File: config.mk
export PLATFORM = sky130hd
export DESIGN_NAME = alu_seq
export DESIGN_NICKNAME = d
export VERILOG_FILES = /design/src/rtl/alu_seq.sv
export SDC_FILE = /design/constraint.sdc
export NUM_CORES = 1
export LEC_CHECK = 0
export BUFFER_PORTS_ARGS = -buffer_cell sky130_fd_sc_hd__buf_4
export CORE_MARGIN = 3
export CORE_UTILIZATION = 50
export DETAILED_ROUTE_END_ITERATION = 16
export GPL_ROUTABILITY_DRIVEN = 0
export GPL_TIMING_DRIVEN = 1
export PLACE_DENSITY = 0.74
export SLEW_MARGIN = 10
export SYNTH_ARGS = -nofsm -noshare
export SYNTH_HDL_FRONTEND = slang
export SYNTH_SLANG_ARGS = --single-unit
File: constraint.sdc
create_clock -name clk -period 3.6 [get_ports clk]
set_input_delay 0.18 -clock clk [delete_from_list [all_inputs] [get_ports clk]]
set_output_delay 0.18 -clock clk [all_outputs]
set_load 0.05 [all_outputs]
File: src/rtl/alu_seq.sv
// Sequential ALU with registered result and SZCV flags, valid/ready on both sides.
// Arithmetic and logic ops finish in one cycle; shifts step one bit per cycle.
//
//  state | meaning
//  IDLE  | no result held, ready for a request
//  SHIFT | iterative shift in progress, cnt bits remaining
//  HOLD  | result presented on out with out_valid, waiting for out_ready
module alu_seq #(
    parameter int WIDTH = 16
) (
    input  logic             clk,
    input  logic             rst_n,
    input  logic             in_valid,
    output logic             in_ready,
    input  logic [3:0]       alu_ctl,
    input  logic [WIDTH-1:0] in_a,
    input  logic [WIDTH-1:0] in_b,
    output logic             out_valid,
    input  logic             out_ready,
    output logic [WIDTH-1:0] out,
    output logic [3:0]       szcv
);
    localparam int SHW = $clog2(WIDTH);
    localparam int M   = WIDTH - 1;

    localparam logic [3:0] OP_ADD = 4'd0;
    localparam logic [3:0] OP_SUB = 4'd1;
    localparam logic [3:0] OP_AND = 4'd2;
    localparam logic [3:0] OP_OR  = 4'd3;
    localparam logic [3:0] OP_XOR = 4'd4;
    localparam logic [3:0] OP_CMP = 4'd5;
    localparam logic [3:0] OP_MOV = 4'd6;
    localparam logic [3:0] OP_ADC = 4'd7;
    localparam logic [3:0] OP_SBC = 4'd8;
    localparam logic [3:0] OP_SLL = 4'd9;
    localparam logic [3:0] OP_SRL = 4'd10;
    localparam logic [3:0] OP_SRA = 4'd11;

    typedef enum logic [1:0] {
        IDLE  = 2'd0,
        SHIFT = 2'd1,
        HOLD  = 2'd2
    } state_t;

    state_t           state, state_nxt;
    logic [WIDTH-1:0] out_nxt;
    logic [3:0]       szcv_nxt;
    logic             out_valid_nxt;
    logic [WIDTH-1:0] work, work_nxt;
    logic [SHW-1:0]   cnt, cnt_nxt;
    logic [3:0]       sh_op, sh_op_nxt;

    logic             accept;
    logic             is_shift;
    logic [SHW-1:0]   amt;
    logic             add_cin;
    logic             sub_bin;
    logic [WIDTH:0]   add_ext;
    logic [WIDTH:0]   sub_ext;
    logic [WIDTH-1:0] alu_out;
    logic [WIDTH-1:0] flag_r;
    logic             alu_c;
    logic             alu_v;
    logic             alu_keep;
    logic [3:0]       alu_szcv;
    logic [WIDTH-1:0] step_r;
    logic             step_c;

    assign amt      = in_b[SHW-1:0];
    assign is_shift = (alu_ctl == OP_SLL) || (alu_ctl == OP_SRL) || (alu_ctl == OP_SRA);
    assign in_ready = (state == IDLE) || ((state == HOLD) && out_ready);
    assign accept   = in_valid && in_ready;

    // szcv already holds the previous op's flags at the accept edge, so chains work back-to-back.
    assign add_cin = (alu_ctl == OP_ADC) && szcv[1];
    assign sub_bin = (alu_ctl == OP_SBC) && szcv[1];
    assign add_ext = {1'b0, in_a} + {1'b0, in_b} + {{WIDTH{1'b0}}, add_cin};
    assign sub_ext = {1'b0, in_a} - {1'b0, in_b} - {{WIDTH{1'b0}}, sub_bin};

    always_comb begin
        alu_out  = '0;
        flag_r   = '0;
        alu_c    = 1'b0;
        alu_v    = 1'b0;
        alu_keep = 1'b0;
        case (alu_ctl)
            OP_ADD, OP_ADC: begin
                flag_r  = add_ext[M:0];
                alu_out = add_ext[M:0];
                alu_c   = add_ext[WIDTH];
                alu_v   = (in_a[M] == in_b[M]) && (add_ext[M] != in_a[M]);
            end
            OP_SUB, OP_SBC, OP_CMP: begin
                flag_r  = sub_ext[M:0];
                alu_out = (alu_ctl == OP_CMP) ? in_b : sub_ext[M:0];
                alu_c   = sub_ext[WIDTH];
                alu_v   = (in_a[M] != in_b[M]) && (sub_ext[M] != in_a[M]);
            end
            OP_AND: begin
                flag_r  = in_a & in_b;
                alu_out = in_a & in_b;
            end
            OP_OR: begin
                flag_r  = in_a | in_b;
                alu_out = in_a | in_b;
            end
            OP_XOR: begin
                flag_r  = in_a ^ in_b;
                alu_out = in_a ^ in_b;
            end
            OP_MOV, OP_SLL, OP_SRL, OP_SRA: begin
                // shifts only reach this path with a zero amount
                flag_r  = in_a;
                alu_out = in_a;
            end
            default: alu_keep = 1'b1;
        endcase
        alu_szcv = alu_keep ? szcv : {flag_r[M], (flag_r == '0), alu_c, alu_v};
    end

    always_comb begin
        step_r = work;
        step_c = 1'b0;
        case (sh_op)
            OP_SLL: begin
                step_r = {work[M-1:0], 1'b0};
                step_c = work[M];
            end
            OP_SRL: begin
                step_r = {1'b0, work[M:1]};
                step_c = work[0];
            end
            OP_SRA: begin
                step_r = {work[M], work[M:1]};
                step_c = work[0];
            end
            default: ;
        endcase
    end

    always_comb begin
        state_nxt     = state;
        out_nxt       = out;
        szcv_nxt      = szcv;
        out_valid_nxt = out_valid;
        work_nxt      = work;
        cnt_nxt       = cnt;
        sh_op_nxt     = sh_op;
        case (state)
            IDLE, HOLD: begin
                if (accept) begin
                    if (is_shift && (amt != '0)) begin
                        state_nxt     = SHIFT;
                        out_valid_nxt = 1'b0;
                        work_nxt      = in_a;
                        cnt_nxt       = amt;
                        sh_op_nxt     = alu_ctl;
                    end else begin
                        state_nxt     = HOLD;
                        out_valid_nxt = 1'b1;
                        out_nxt       = alu_out;
                        szcv_nxt      = alu_szcv;
                    end
                end else if ((state == HOLD) && out_ready) begin
                    state_nxt     = IDLE;
                    out_valid_nxt = 1'b0;
                end
            end
            SHIFT: begin
                work_nxt = step_r;
                cnt_nxt  = cnt - 1'b1;
                if (cnt == SHW'(1)) begin
                    state_nxt     = HOLD;
                    out_valid_nxt = 1'b1;
                    out_nxt       = step_r;
                    szcv_nxt      = {step_r[M], (step_r == '0), step_c, 1'b0};
                end
            end
            default: state_nxt = IDLE;
        endcase
    end

    always_ff @(posedge clk or negedge rst_n) begin
        if (!rst_n) begin
            state     <= IDLE;
            out       <= '0;
            out_valid <= 1'b0;
            szcv      <= 4'b0000;
            work      <= '0;
            cnt       <= '0;
            sh_op     <= '0;
        end else begin
            state     <= state_nxt;
            out       <= out_nxt;
            out_valid <= out_valid_nxt;
            szcv      <= szcv_nxt;
            work      <= work_nxt;
            cnt       <= cnt_nxt;
            sh_op     <= sh_op_nxt;
        end
    end

endmodule

# Word-level counts from Yosys, hierarchy flattened
# Cells that the tools add are included.
# totals
register_bits,47
elab_cells,102
# op_classes
addsub,5
n_eq_ne,27
mux,32
n_bitwise,3
n_reduce_logical,28
# ops
op,count
$pmux 16 s6,2
$mux 16,6
$pmux 16 s2,2
$pmux 16 s3,1
$logic_not 16->1,2
$eq 4x4->1 const B,7
$mux 4,6
$add 16x16->17,1
$add 17x1->17,1
$sub 16x16->17,1
$sub 17x1->17,1
$and 16x16->16,1
$eq 4x3->1 const B,4
$or 16x16->16,1
$pmux 4 s2,2
$xor 16x16->16,1
$reduce_or 12->1,1
$ne 2x2->1 const B,5
$reduce_and 3->1,3
$eq 4x1->1 const B,2
$eq 4x2->1 const B,2
$mux 2,4
$pmux 1 s2,4
$logic_and 1x1->1,7
other kinds (19),28

# Longest topological paths before layout
# Gate-level depths: netlist of run 1.
# depth
ltp_word,10
depth_mapped,17
depth_no_buf,15

# Worst setup path before layout of run 1
# No wires, ideal clock.
# synth_path
path_kind,flip-flop to flip-flop
from,register szcv[1]
to,register szcv[2]
arrival_time_ns,3.497
path_slack_ns,0.037
path_stages_with_launch,14
period_less_slack_ns,3.563
cell_sequence,dfrtp_1 -> nand4_1 -> fa_1 -> fa_1 -> nor2b_1 -> o31a_2 -> nor2_1 -> o31ai_4 -> a221oi_1 -> xnor2_1 -> o21ai_1 -> or4_1 -> or4_1 -> nand2_1
# synth_via
elab_chain_cells,8
# synth_rtl
element,line,source
"start, declared",21,output logic [3:0] szcv
"start signal, assigned",196,szcv <= szcv_nxt;
"$logic_and 1x1->1, on equally long branches","76, 75",
$sub 17x1->17 / $add 17x1->17 (equally long branches),"78, 77",
$pmux 16 s6 (*),86,case (alu_ctl)
$logic_not 16->1 (*),118,"alu_szcv = alu_keep ? szcv : {flag_r[M], (flag_r == '0), alu_c, alu_v};"
$mux 4 (*),118,
$mux 4 (*),152,if (is_shift && (amt != '0)) begin
$mux 4 (*),151,if (accept) begin
$pmux 4 s2 (*),149,case (state)
# Mark *: on every way between the ends. The rest lies on a longest branch, timed or not. The select of a mux whose other input is x is not followed.
# A chain may end at the register's enable or synchronous reset.

# Worst setup path in the final report of run 1
# Same ends and word-level chain as after synthesis.

==> results of run 1 <==
==> cell usage after synthesis, types with 13 or more instances <==
cell      number  area (um2)
dfrtp_1       47        1180
a22oi_1       30         225
clkbuf_1      30         113
o21ai_0       49         245
nor2b_1       19         119
xnor2_1       17         149
a21o_1        13        97.6
a21oi_1       64         320
ha_1          64         801
nand2_1       57         214
a31oi_1       29         181
nor2_1        67         251
inv_1         62         233
==> state kept, by name, summed over array words and instances (netlist names) <==
name,count
out,16
work,16
cnt,4
sh_op,4
szcv,4
state,2
out_valid,1
==> per-stage QoR <==
step | hold slack [ns] | utilization, % | area [um2]
final | 0.133 | 60.0 | 6300
after detailed placement | 0.231 | 58.2 | 6120
after global routing | 0.144 | 60.0 | 6300
after CTS | 0.132 | 59.5 | 6250
after global placement | 0.229 | 58.2 | 6120
after floorplan | -0.116 | - | 5490
==> worst paths after layout <==
check	startpoint	endpoint	cells past startpoint	slack, ns
setup / recovery	szcv[1]	szcv[2]	13	0.08
hold / removal	in_a[15]	work[15]	3	0.13
setup reg to reg	szcv[1]	szcv[2]	13	0.08
hold reg to reg	sh_op[3]	sh_op[3]	1	0.49
max in group asynchronous	rst_n	szcv[1]	2	2.74
min in group asynchronous	rst_n	state[1]	2	0.41
==> cell families (layout without fill, tap and decap cells) <==
logic type,Yosys count,count (layout),synth area share (%)
AOI/OAI and AO/OA,260,260,30.8
muxes,8,8,1.50
adders and majority gates,68,68,16.0
xor gates and xnor gates,29,29,4.76
DFF,47,47,21.4
and+or+nand+nor,211,211,18.4
buffers and inverters,100,151,7.09
==> final cells by class <==
cell class	instances	area share, %
inverters	62	3.69
repair buffers	81	9.69
multi-input cells	576	63.4
clock inverters	2	0.556
clock buffers	6	1.31
flip-flops and latches	47	18.7
well taps	136	2.70
==> worst max-delay path: stages, from the launching register on <==
cell,delay (ns)
dfrtp_2,0.43
nand3_1,0.10
fa_1,0.42
fa_1,0.45
o21ai_2,0.17
a211oi_1,0.15
a31oi_1,0.32
a21oi_2,0.12
a21o_1,0.21
a21oi_2,0.17
xor2_1,0.21
a31oi_1,0.12
or4_1,0.51
nand2_1,0.07
==> power groups by stage <==
stage / clock [mW] / sequential, mW / combinational (mW)
final: 0.409 / 1.02 / 2.07
after global routing: 0.435 / 1.06 / 2.26
after CTS: 0.416 / 1.01 / 2.04
after detailed placement: 0 / 1.02 / 2.03
after global placement: 0 / 1.01 / 1.99
after floorplan: 0 / 1.31 / 1.14
==> what timing repair did <==
action	CTS	global route
pin swaps	0	3
gates resized for setup	2	11
endpoints found under the hold margin	47	0
hold buffers	1	0
setup buffers	0	1
endpoints found under the setup margin	1	3
==> metal layers <==
metal | GRT usage (%) | routed length, um | vias to the layer above
li1 | - | - | 2699
met1 | 37.6 | 7120 | 2653
met2 | 40.9 | 7510 | 336
met3 | 3.55 | 1590 | 39
met4 | 8.78 | 391 | 0
met5 | 0 | 0 | -
==> summary.md, run 1 <==
| Metric | Value |
|---|---|
| Setup ws final | `0.0798 ns` |
| Total track usage | `a little over a quarter` |
| Final Hold Fails | `0` |
| Syn Nets | `831` |
| RSZ-0062 raised after global routing | `yes` |
| Tot Pwr | `around 3.5 mW` |
| Filler cells | `slightly below 1000` |
| DR iter-0 viols | `approximately 640` |
| Post-DRT Antenna Nets | `0` |
| Die area | `12300 um2` |
| Area Overhead vs Synth | `14.7%` |
| Worst VDD drop | `around 0.00040 V` |
| First-pass GRT wire length | `around 27 mm` |
| Pre-antenna DRT Iters | `5` |
| CP endpoint kind | `flop` |
| Combinational Power Share | `59.2%` |
| TritonCTS Buffers | `5` |
| Clock Sinks | `47` |
| Main flop type after synthesis | `dfrtp_1` |
| Pleak | `between 2 and 3 nW` |
| Worst Skew | `about 0.0083 ns` |
| Slew Limit Fails | `0` |
| Reg power frac | `between 20 and 30%` |
| PwrDens | `around 550 nW/um2` |
| Worst-path clk slew | `around 0.090 ns` |
| Crit Path Max Fanout | `4` |
| Initial antenna violation count | `0` |
| Initial core utilization | `a little over half` |
| Placed Cells | `900` |
| Synthesis-stage register bit count | `47` |
| Gate Count Post-Synth | `between 700 and 800` |
| Vias in the first global route | `around 5500` |
| Outcome | `completed` |
| Crit path time final | `about 3.5 ns` |
| Critical Path AT | `between 3 and 4 ns` |
| Pre-CTS WS | `-0.0777 ns` |
| Final setup viols | `0` |
| Cell variety after synth | `66` |
| Die Ht | `~110 um` |
| Die W | `roughly 110 um` |
| Net Sw Frac | `between 40% and 50%` |
| Post-synth EDFFs | `0` |
| P_int | `around 1.8 mW` |
| Core ar. | `between 10000 and 15000 um2` |
| Final Non-Filler Cells | `about 900` |
| Max cap viols | `0` |
| Largest net degree at the start of global routing | `48` |
| Kind of start point of the critical path | `flop` |
| Total Routed Length | `roughly 17 mm` |
| Final Cycle Share | `97.8%` |
| Setup TNS | `0 ns` |
| WS Path Type | `flop to flop` |
| Clock Root Buffer | `clkbuf_8` |
| Reg area | `approximately 1200 um2` |
| Clock share of power | `between 10% and 20%` |
| Worst-Skew Late Latency | `between 0.3 and 0.4 ns` |
| HP Class | `input port to flop` |
| DRC | `0` |
| Antenna diode instance count | `0` |
| CTS tree | `built` |
| Avg Inst Size Synth | `7.60 um2` |
| # rows | `37` |
| Leading cell type in the layout, fill and taps excluded | `buf_4` |
| Synth warnings | `0` |
| P_sw | `about 1.7 mW` |
| # IOs | `62` |
| Sequential element share of the synthesized area | `21.4%` |
| Detailed Place HPWL | `approximately 13 mm` |
| Share of layout cells above drive strength 1 | `roughly 16%` |
| Async SR Flop Fraction | `100%` |
| Commonest non-fill, non-tap cells in the layout | `buf_4 (80), nor2_1 (66), ha_1 (64), inv_1 (62), a21oi_1 (62)` |
| Worst rel slew slack | `20.5%` |
| Mapped Area | `5490 um2` |
| CP required | `slightly below 4 ns` |
| Worst-margin pin slew | `roughly 1.2 ns` |
| PortBufs | `between 60 and 70` |
| Multi-input gate area | `around 4000 um2` |
| H-tree levels | `2` |
| GRT overflow | `0` |
| Vias per cell | `between 6 and 7` |
| DR WL/cell | `between 15 and 20 um` |
| Highest Clock Rate | `about 280 MHz` |
| Max Buffers Root-to-Sink | `2` |
| Post-layout net count | `881` |
| Detailed-route via count | `between 5000 and 6000` |
Note: power is estimated with default switching activity, not from simulation.
==> run 2: changes to the inputs <==
- clock period: 3.6 -> 4.2 ns (I/O delays scaled with it)
==> summary.md, run 2 (synthesized netlist as in run 1, its figures left out) <==
| Metric | Value |
|---|---|
| Post-cts gate resize count | `0 (-2)` |
| Final Hold Fails | `0 (unchanged)` |
| Vias per cell | `6.44 (+2.3%)` |
| PortBufs | `61 (unchanged)` |
| Total track usage | `26.4% (+0.11 points)` |
| DP Area | `6040 um2 (-1.2%)` |
| Detailed Place HPWL | `12.7 mm (+1.2%)` |
| CP required | `4.45 ns (+0.60 ns)` |
| Crit path time final | `3.74 ns (+0.219 ns)` |
| Vias in the first global route | `5468 (-0.26%)` |
| Crit Reg-Reg Startpoint | `szcv[1]` |
| Die area | `12300 um2 (unchanged)` |
| Detailed-route via count | `5786 (+1.0%)` |
| DRC | `0 (unchanged)` |
| Worst Skew | `0.00808 ns (-0.000206 ns)` |
| CP max stage delay | `0.52 ns (about the same)` |
| Antenna diode instance count | `0 (unchanged)` |
| Pre-antenna DRT Iters | `6 (+1)` |
| Initial core utilization | `52.3% (unchanged)` |
| Worst Hold Launch | `in_a[15]` |
| Die W | `111 um (unchanged)` |
| Core ar. | `10500 um2 (unchanged)` |
| Max Buffers Root-to-Sink | `2 (unchanged)` |
| Share of layout cells above drive strength 1 | `13.2% (-2.9 points)` |
| Initial antenna violation count | `0 (unchanged)` |
| Worst rel slew slack | `13.5% (-7.0 points)` |
| Worst path slowest cell | `or4_1` |
| Largest net degree at the start of global routing | `48 (unchanged)` |
| CTS tree | `built` |
| Crit Path Max Fanout | `4 (unchanged)` |
| Critical path buffer and inverter count | `0 (unchanged)` |
| PwrDens | `476 nW/um2 (-14%)` |
| Worst R2R End | `szcv[2]` |
| Clock Root Buffer | `clkbuf_8` |
| Clock Sinks | `47 (unchanged)` |
| Largest regs | `out x16, work x16` |
| H-tree levels | `2 (unchanged)` |
| Highest Clock Rate | `267 MHz (-5.9%)` |
| DR iter-0 viols | `690 (+8.3%)` |
| GRT overflow | `0 (unchanged)` |
| Fin area | `6150 um2 (-2.3%)` |
| CP endpoint kind | `flop` |
| DR WL/cell | `18.7 um (+2.2%)` |
| RSZ-0062 raised after global routing | `no` |
| Post-layout net count | `870 (-1.2%)` |
| Worst-Skew Late Latency | `0.30 ns (about the same)` |
| Die Ht | `111 um (unchanged)` |
| Outcome | `completed` |
| Filler cells | `970 (-0.51%)` |
| Area Overhead vs Synth | `12.1%` |
| # rows | `37 (unchanged)` |
| Family with the most delay on the worst path | `compound AO/OA/AOI/OAI gates` |
| Crit path cell chain | `nand3_1 -> fa_1 -> fa_1 -> o21ai_1 -> a211oi_1 -> a31oi_1 -> a21oi_1 -> a21o_1 -> a21oi_1 -> xor2_1 -> a31oi_1 -> or4_1 -> nand2_1` |
| Commonest non-fill, non-tap cells in the layout | `buf_4 (69), nor2_1 (67), a21oi_1 (64), ha_1 (64), inv_1 (62)` |
| First-pass GRT wire length | `27.1 mm (-0.51%)` |
| # IOs | `62 (unchanged)` |
| Final setup viols | `0 (unchanged)` |
| Final Cycle Share | `89.0% (-8.7 points)` |
| CP Depth | `13 (unchanged)` |
| R2R cell count | `13 (unchanged)` |
| Kind of start point of the critical path | `flop` |
| Worst-path clk slew | `0.09 ns (about the same)` |
| Leading cell type in the layout, fill and taps excluded | `buf_4` |
| Post-DRT Antenna Nets | `0 (unchanged)` |
| Slew Limit Fails | `0 (unchanged)` |
| Hold Crit Depth | `3 (unchanged)` |
| TritonCTS Buffers | `5 (unchanged)` |
| Total Routed Length | `16.8 mm (+0.99%)` |
| R2R Setup Slk | `0.46 ns (+0.38 ns)` |
| WS Path Type | `flop to flop` |
| Hold Path End | `work[15]` |
| Setup TNS | `0 ns (unchanged)` |
| Pleak | `2.76 nW (-2.5%)` |
| HP Class | `input port to flop` |
| Worst-margin pin slew | `1.29 ns (+0.105 ns)` |
| Max cap viols | `0 (unchanged)` |
| Critical Path AT | `3.99 ns (+0.22 ns)` |
| Worst VDD drop | `0.000374 V (-6.9%)` |
==> run 2: changes by cell type in the layout (fill, tap and decap cells not counted), moves of 2 or more <==
cell and change:
a221oi_1 +2, a221oi_2 -2, fa_1 +2, buf_4 -11, o21ai_1 +2, a21oi_2 -2, a21oi_1 +2, fa_2 -2
o21ai_2 -2
==> run 2: per-layer routing <==
layer / part of all wire, % / track usage, %
met1: 44 / 37.1
met3: 8.6 / 3.49
met4: 2.5 / 9.28
met5: 0 / 0
met2: 45 / 41.7
==> run 2: stage by stage <==
stage               instances  setup WS, ns  util (%)  hold WS [ns]  total power [mW]
floorplan                 723         0.637         -       -0.0856              2.10
global placement          890         0.484      57.5         0.256              2.55
detailed placement        890         0.309      57.5         0.269              2.61
CTS                       899         0.516      58.6         0.180              2.91
global route              899         0.317      58.6         0.190              3.14
finish                    899         0.461      58.6         0.188              2.93
==> run 2: worst reg2reg max path: cells and delay by family (launching register included) <==
family	cells	cell delay, ns
AND/OR/NAND/NOR	3	0.76
AO/OA/AOI/OAI	7	1.36
adder cells (fa/ha/maj)	2	0.85
flip-flops	1	0.46
XOR/XNOR	1	0.25
==> run 2: worst max-delay path by stage <==
stage                   end  slack [ns]  startpoint
detailed placement  szcv[2]        0.31  alu_ctl[3]
CTS                 szcv[2]        0.52     szcv[1]
finish              szcv[2]        0.46     szcv[1]
global placement    szcv[2]        0.48  alu_ctl[3]
floorplan           szcv[2]        0.64     szcv[1]
global route        szcv[2]        0.32     szcv[1]
==> run 2: layout make-up <==
type,instances,area (um2),share of cell area [%]
Clock buffer,8,100,1.63
Multi-Input combinational cell,576,3950,64.1
Timing Repair Buffer,70,528,8.58
Inverter,62,233,3.78
Tap cell,136,170,2.77
Sequential cell,47,1180,19.1
==> run 2: power by group <==
| part | internal [mW] | switching (mW) | total (mW) |
|---|---|---|---|
| combinational | 0.655 | 1.08 | 1.73 |
| clock | 0.150 | 0.151 | 0.301 |
| sequential | 0.647 | 0.249 | 0.896 |
==> run 2: timing repair <==
action                                  in CTS  in global routing
hold endpoints to repair                    47                  0
setup buffers                                0                  0
endpoints found under the setup margin       0                  0
hold buffers                                 1                  0
==> run 3: changes to the inputs <==
- HOLD_SLACK_MARGIN: default -> 0.08
- REMOVE_ABC_BUFFERS: default -> 1
==> summary.md, run 3 (synthesized netlist as in run 1, its figures left out) <==
| Metric | Value |
|---|---|
| Final Cycle Share | `86.9% (-2.2 points)` |
| DRC | `0 (unchanged)` |
| Clock share of power | `11.8% (+1.5 points)` |
| P_int | `1.50 mW (+3.3%)` |
| Outcome | `completed` |
| Critical Path AT | `3.90 ns (-0.09 ns)` |
| Busiest layer in global routing | `met2` |
| Slew Limit Fails | `0 (unchanged)` |
| Pleak | `2.78 nW (+0.71%)` |
| CP max stage delay | `0.45 ns (-0.07 ns)` |
| PwrDens | `480 nW/um2 (+0.84%)` |
| Combinational Power Share | `59.0% (about the same)` |
| CP endpoint kind | `flop` |
| Worst-margin pin slew | `1.07 ns (-0.222 ns)` |
| RSZ-0062 raised after global routing | `no` |
| Fin util | `58.9% (+0.31 points)` |
| Crit Path Max Fanout | `4 (unchanged)` |
| Post-DRT Antenna Nets | `0 (unchanged)` |
| Detailed-route via count | `5718 (-1.2%)` |
| Met3 usage | `3.77% (+0.27 points)` |
| Setup TNS | `0 ns (unchanged)` |
| GRT overflow | `0 (unchanged)` |
| Worst-Skew Late Latency | `0.30 ns (about the same)` |
| Setup ws final | `0.551 ns (+0.0909 ns)` |
| Largest regs | `out x16, work x16` |
| Fin area | `6190 um2 (+0.53%)` |
| Area Overhead vs Synth | `12.6%` |
| Initial antenna violation count | `0 (unchanged)` |
| H-tree levels | `2 (unchanged)` |
| Max Buffers Root-to-Sink | `2 (unchanged)` |
| CP required | `4.45 ns (about the same)` |
| Die W | `111 um (unchanged)` |
| Tot Pwr | `2.97 mW (+1.4%)` |
| PortBufs | `61 (unchanged)` |
| Initial core utilization | `52.3% (unchanged)` |
| Die Ht | `111 um (unchanged)` |
| Core ar. | `10500 um2 (unchanged)` |
| Kind of start point of the critical path | `flop` |
| Worst VDD drop | `0.000304 V (-19%)` |
| Post-cts gate resize count | `0 (unchanged)` |
| TritonCTS Buffers | `5 (unchanged)` |
| P_sw | `1.47 mW (-0.49%)` |
| Worst path slowest cell | `dfrtp_1` |
| Clock Sinks | `47 (unchanged)` |
| # rows | `37 (unchanged)` |
| Total track usage | `26.3% (-0.15 points)` |
| Pre-antenna DRT Iters | `5 (-1)` |
| Worst Skew | `0.00930 ns (+0.00122 ns)` |
| Worst rel slew slack | `28.8% (+15 points)` |
| Antenna diode instance count | `0 (unchanged)` |
| DP Area | `6060 um2 (+0.25%)` |
| Worst-path clk slew | `0.09 ns (about the same)` |
| R2R Setup Slk | `0.55 ns (+0.09 ns)` |
| Net Sw Frac | `49.5% (-0.93 points)` |
| Leading cell type in the layout, fill and taps excluded | `buf_4` |
| Clock Root Buffer | `clkbuf_8` |
| Vias per cell | `6.35 (-1.4%)` |
| Commonest non-fill, non-tap cells in the layout | `buf_4 (71), nor2_1 (67), a21oi_1 (64), ha_1 (64), inv_1 (62)` |
| Die area | `12300 um2 (unchanged)` |
| Cts hold-fix bufs | `1 (unchanged)` |
| Highest Clock Rate | `274 MHz (+2.5%)` |
| Detailed Place HPWL | `12.7 mm (-0.62%)` |
| Met1 Use GR | `36.0% (-1.1 points)` |
| WS Path Type | `flop to flop` |
| DR WL/cell | `18.4 um (-1.2%)` |
| Post-CTS Setup Repair Bufs | `0 (unchanged)` |
| Hold Slack | `0.186 ns (-0.00227 ns)` |
| Largest net degree at the start of global routing | `48 (unchanged)` |
| Reg power frac | `29.2% (-1.4 points)` |
| Final setup viols | `0 (unchanged)` |
| CTS tree | `built` |
| # IOs | `62 (unchanged)` |
| HP Class | `input port to flop` |
| First-pass GRT wire length | `27.2 mm (+0.31%)` |
| Share of layout cells above drive strength 1 | `13.6% (+0.36 points)` |
| Pre-CTS WS | `0.388 ns (+0.0796 ns)` |
| DR iter-0 viols | `637 (-7.7%)` |
| Post-layout net count | `872 (+0.23%)` |
| Crit path time final | `3.65 ns (-0.0909 ns)` |
| Total Routed Length | `16.6 mm (-0.96%)` |
| Final Hold Fails | `0 (unchanged)` |
| Max cap viols | `0 (unchanged)` |
| Placed Cells | `892 (+0.22%)` |
| Vias in the first global route | `5375 (-1.7%)` |
| Final Non-Filler Cells | `901 (+0.22%)` |
| Crit path cell chain | `nand4_1 -> fa_1 -> fa_1 -> nor2b_1 -> o31a_2 -> nor2_1 -> o31ai_4 -> a2111oi_0 -> nor4b_1 -> o21ai_1 -> or4_1 -> or4_1 -> nand2_1` |
| Met2 global-route usage | `43.0% (+1.3 points)` |
run 3: cell count changes in the layout (fill, tap and decap cells not counted):
cell / previous run / this run
buf_4: 69 / 71
bufinv_16: 0 / 1
clkbuf_1: 1 / 0
clkbuf_8: 7 / 6
clkinv_2: 0 / 1
run 3: power groups by stage:
stage          registers (mW)  clock network, mW  logic, mW
2_1_floorplan            1.15                  0      0.914
3_3_place_gp            0.859                  0       1.69
3_5_place_dp            0.866                  0       1.73
4_1_cts                 0.861              0.355       1.74
5_1_grt                 0.901              0.373       1.91
6_report                0.867              0.350       1.75
run 3: layout make-up:
class	instances	area, um2
Fill cell	1001	4320
Sequential cell	47	1180
Timing Repair Buffer	72	543
Multi-Input combinational cell	576	3950
Inverter	62	233
Tap cell	136	170
Clock buffer	6	82.6
Clock inverter	2	35.0
run 3: path summary, 6_finish.rpt:
path,startpoint,end,cells after the start
setup / recovery,szcv[1],szcv[2],13
hold / removal,in_a[9],work[9],2
setup reg to reg,szcv[1],szcv[2],13
hold reg to reg,out_valid,out_valid,1
max in group asynchronous,rst_n,out[13],2
min in group asynchronous,rst_n,state[1],2
run 3: worst max-delay path: cells and delay by family (launching register included):
kind                     cells  cell delay [ns]
AND/OR/NAND/NOR              7             1.58
AO/OA/AOI/OAI                4             0.70
flip-flops                   1             0.45
adder cells (fa/ha/maj)      2             0.85
run 3: routing by layer:
layer  routed length [um]  share of wire (%)  vias to the layer above
met1                 6960                 42                     2679
met4                  336                2.0                        0
li1                     -                  -                     2682
met2                 7700                 46                      318
met5                    0                  0                        -
met3                 1610                9.7                       39
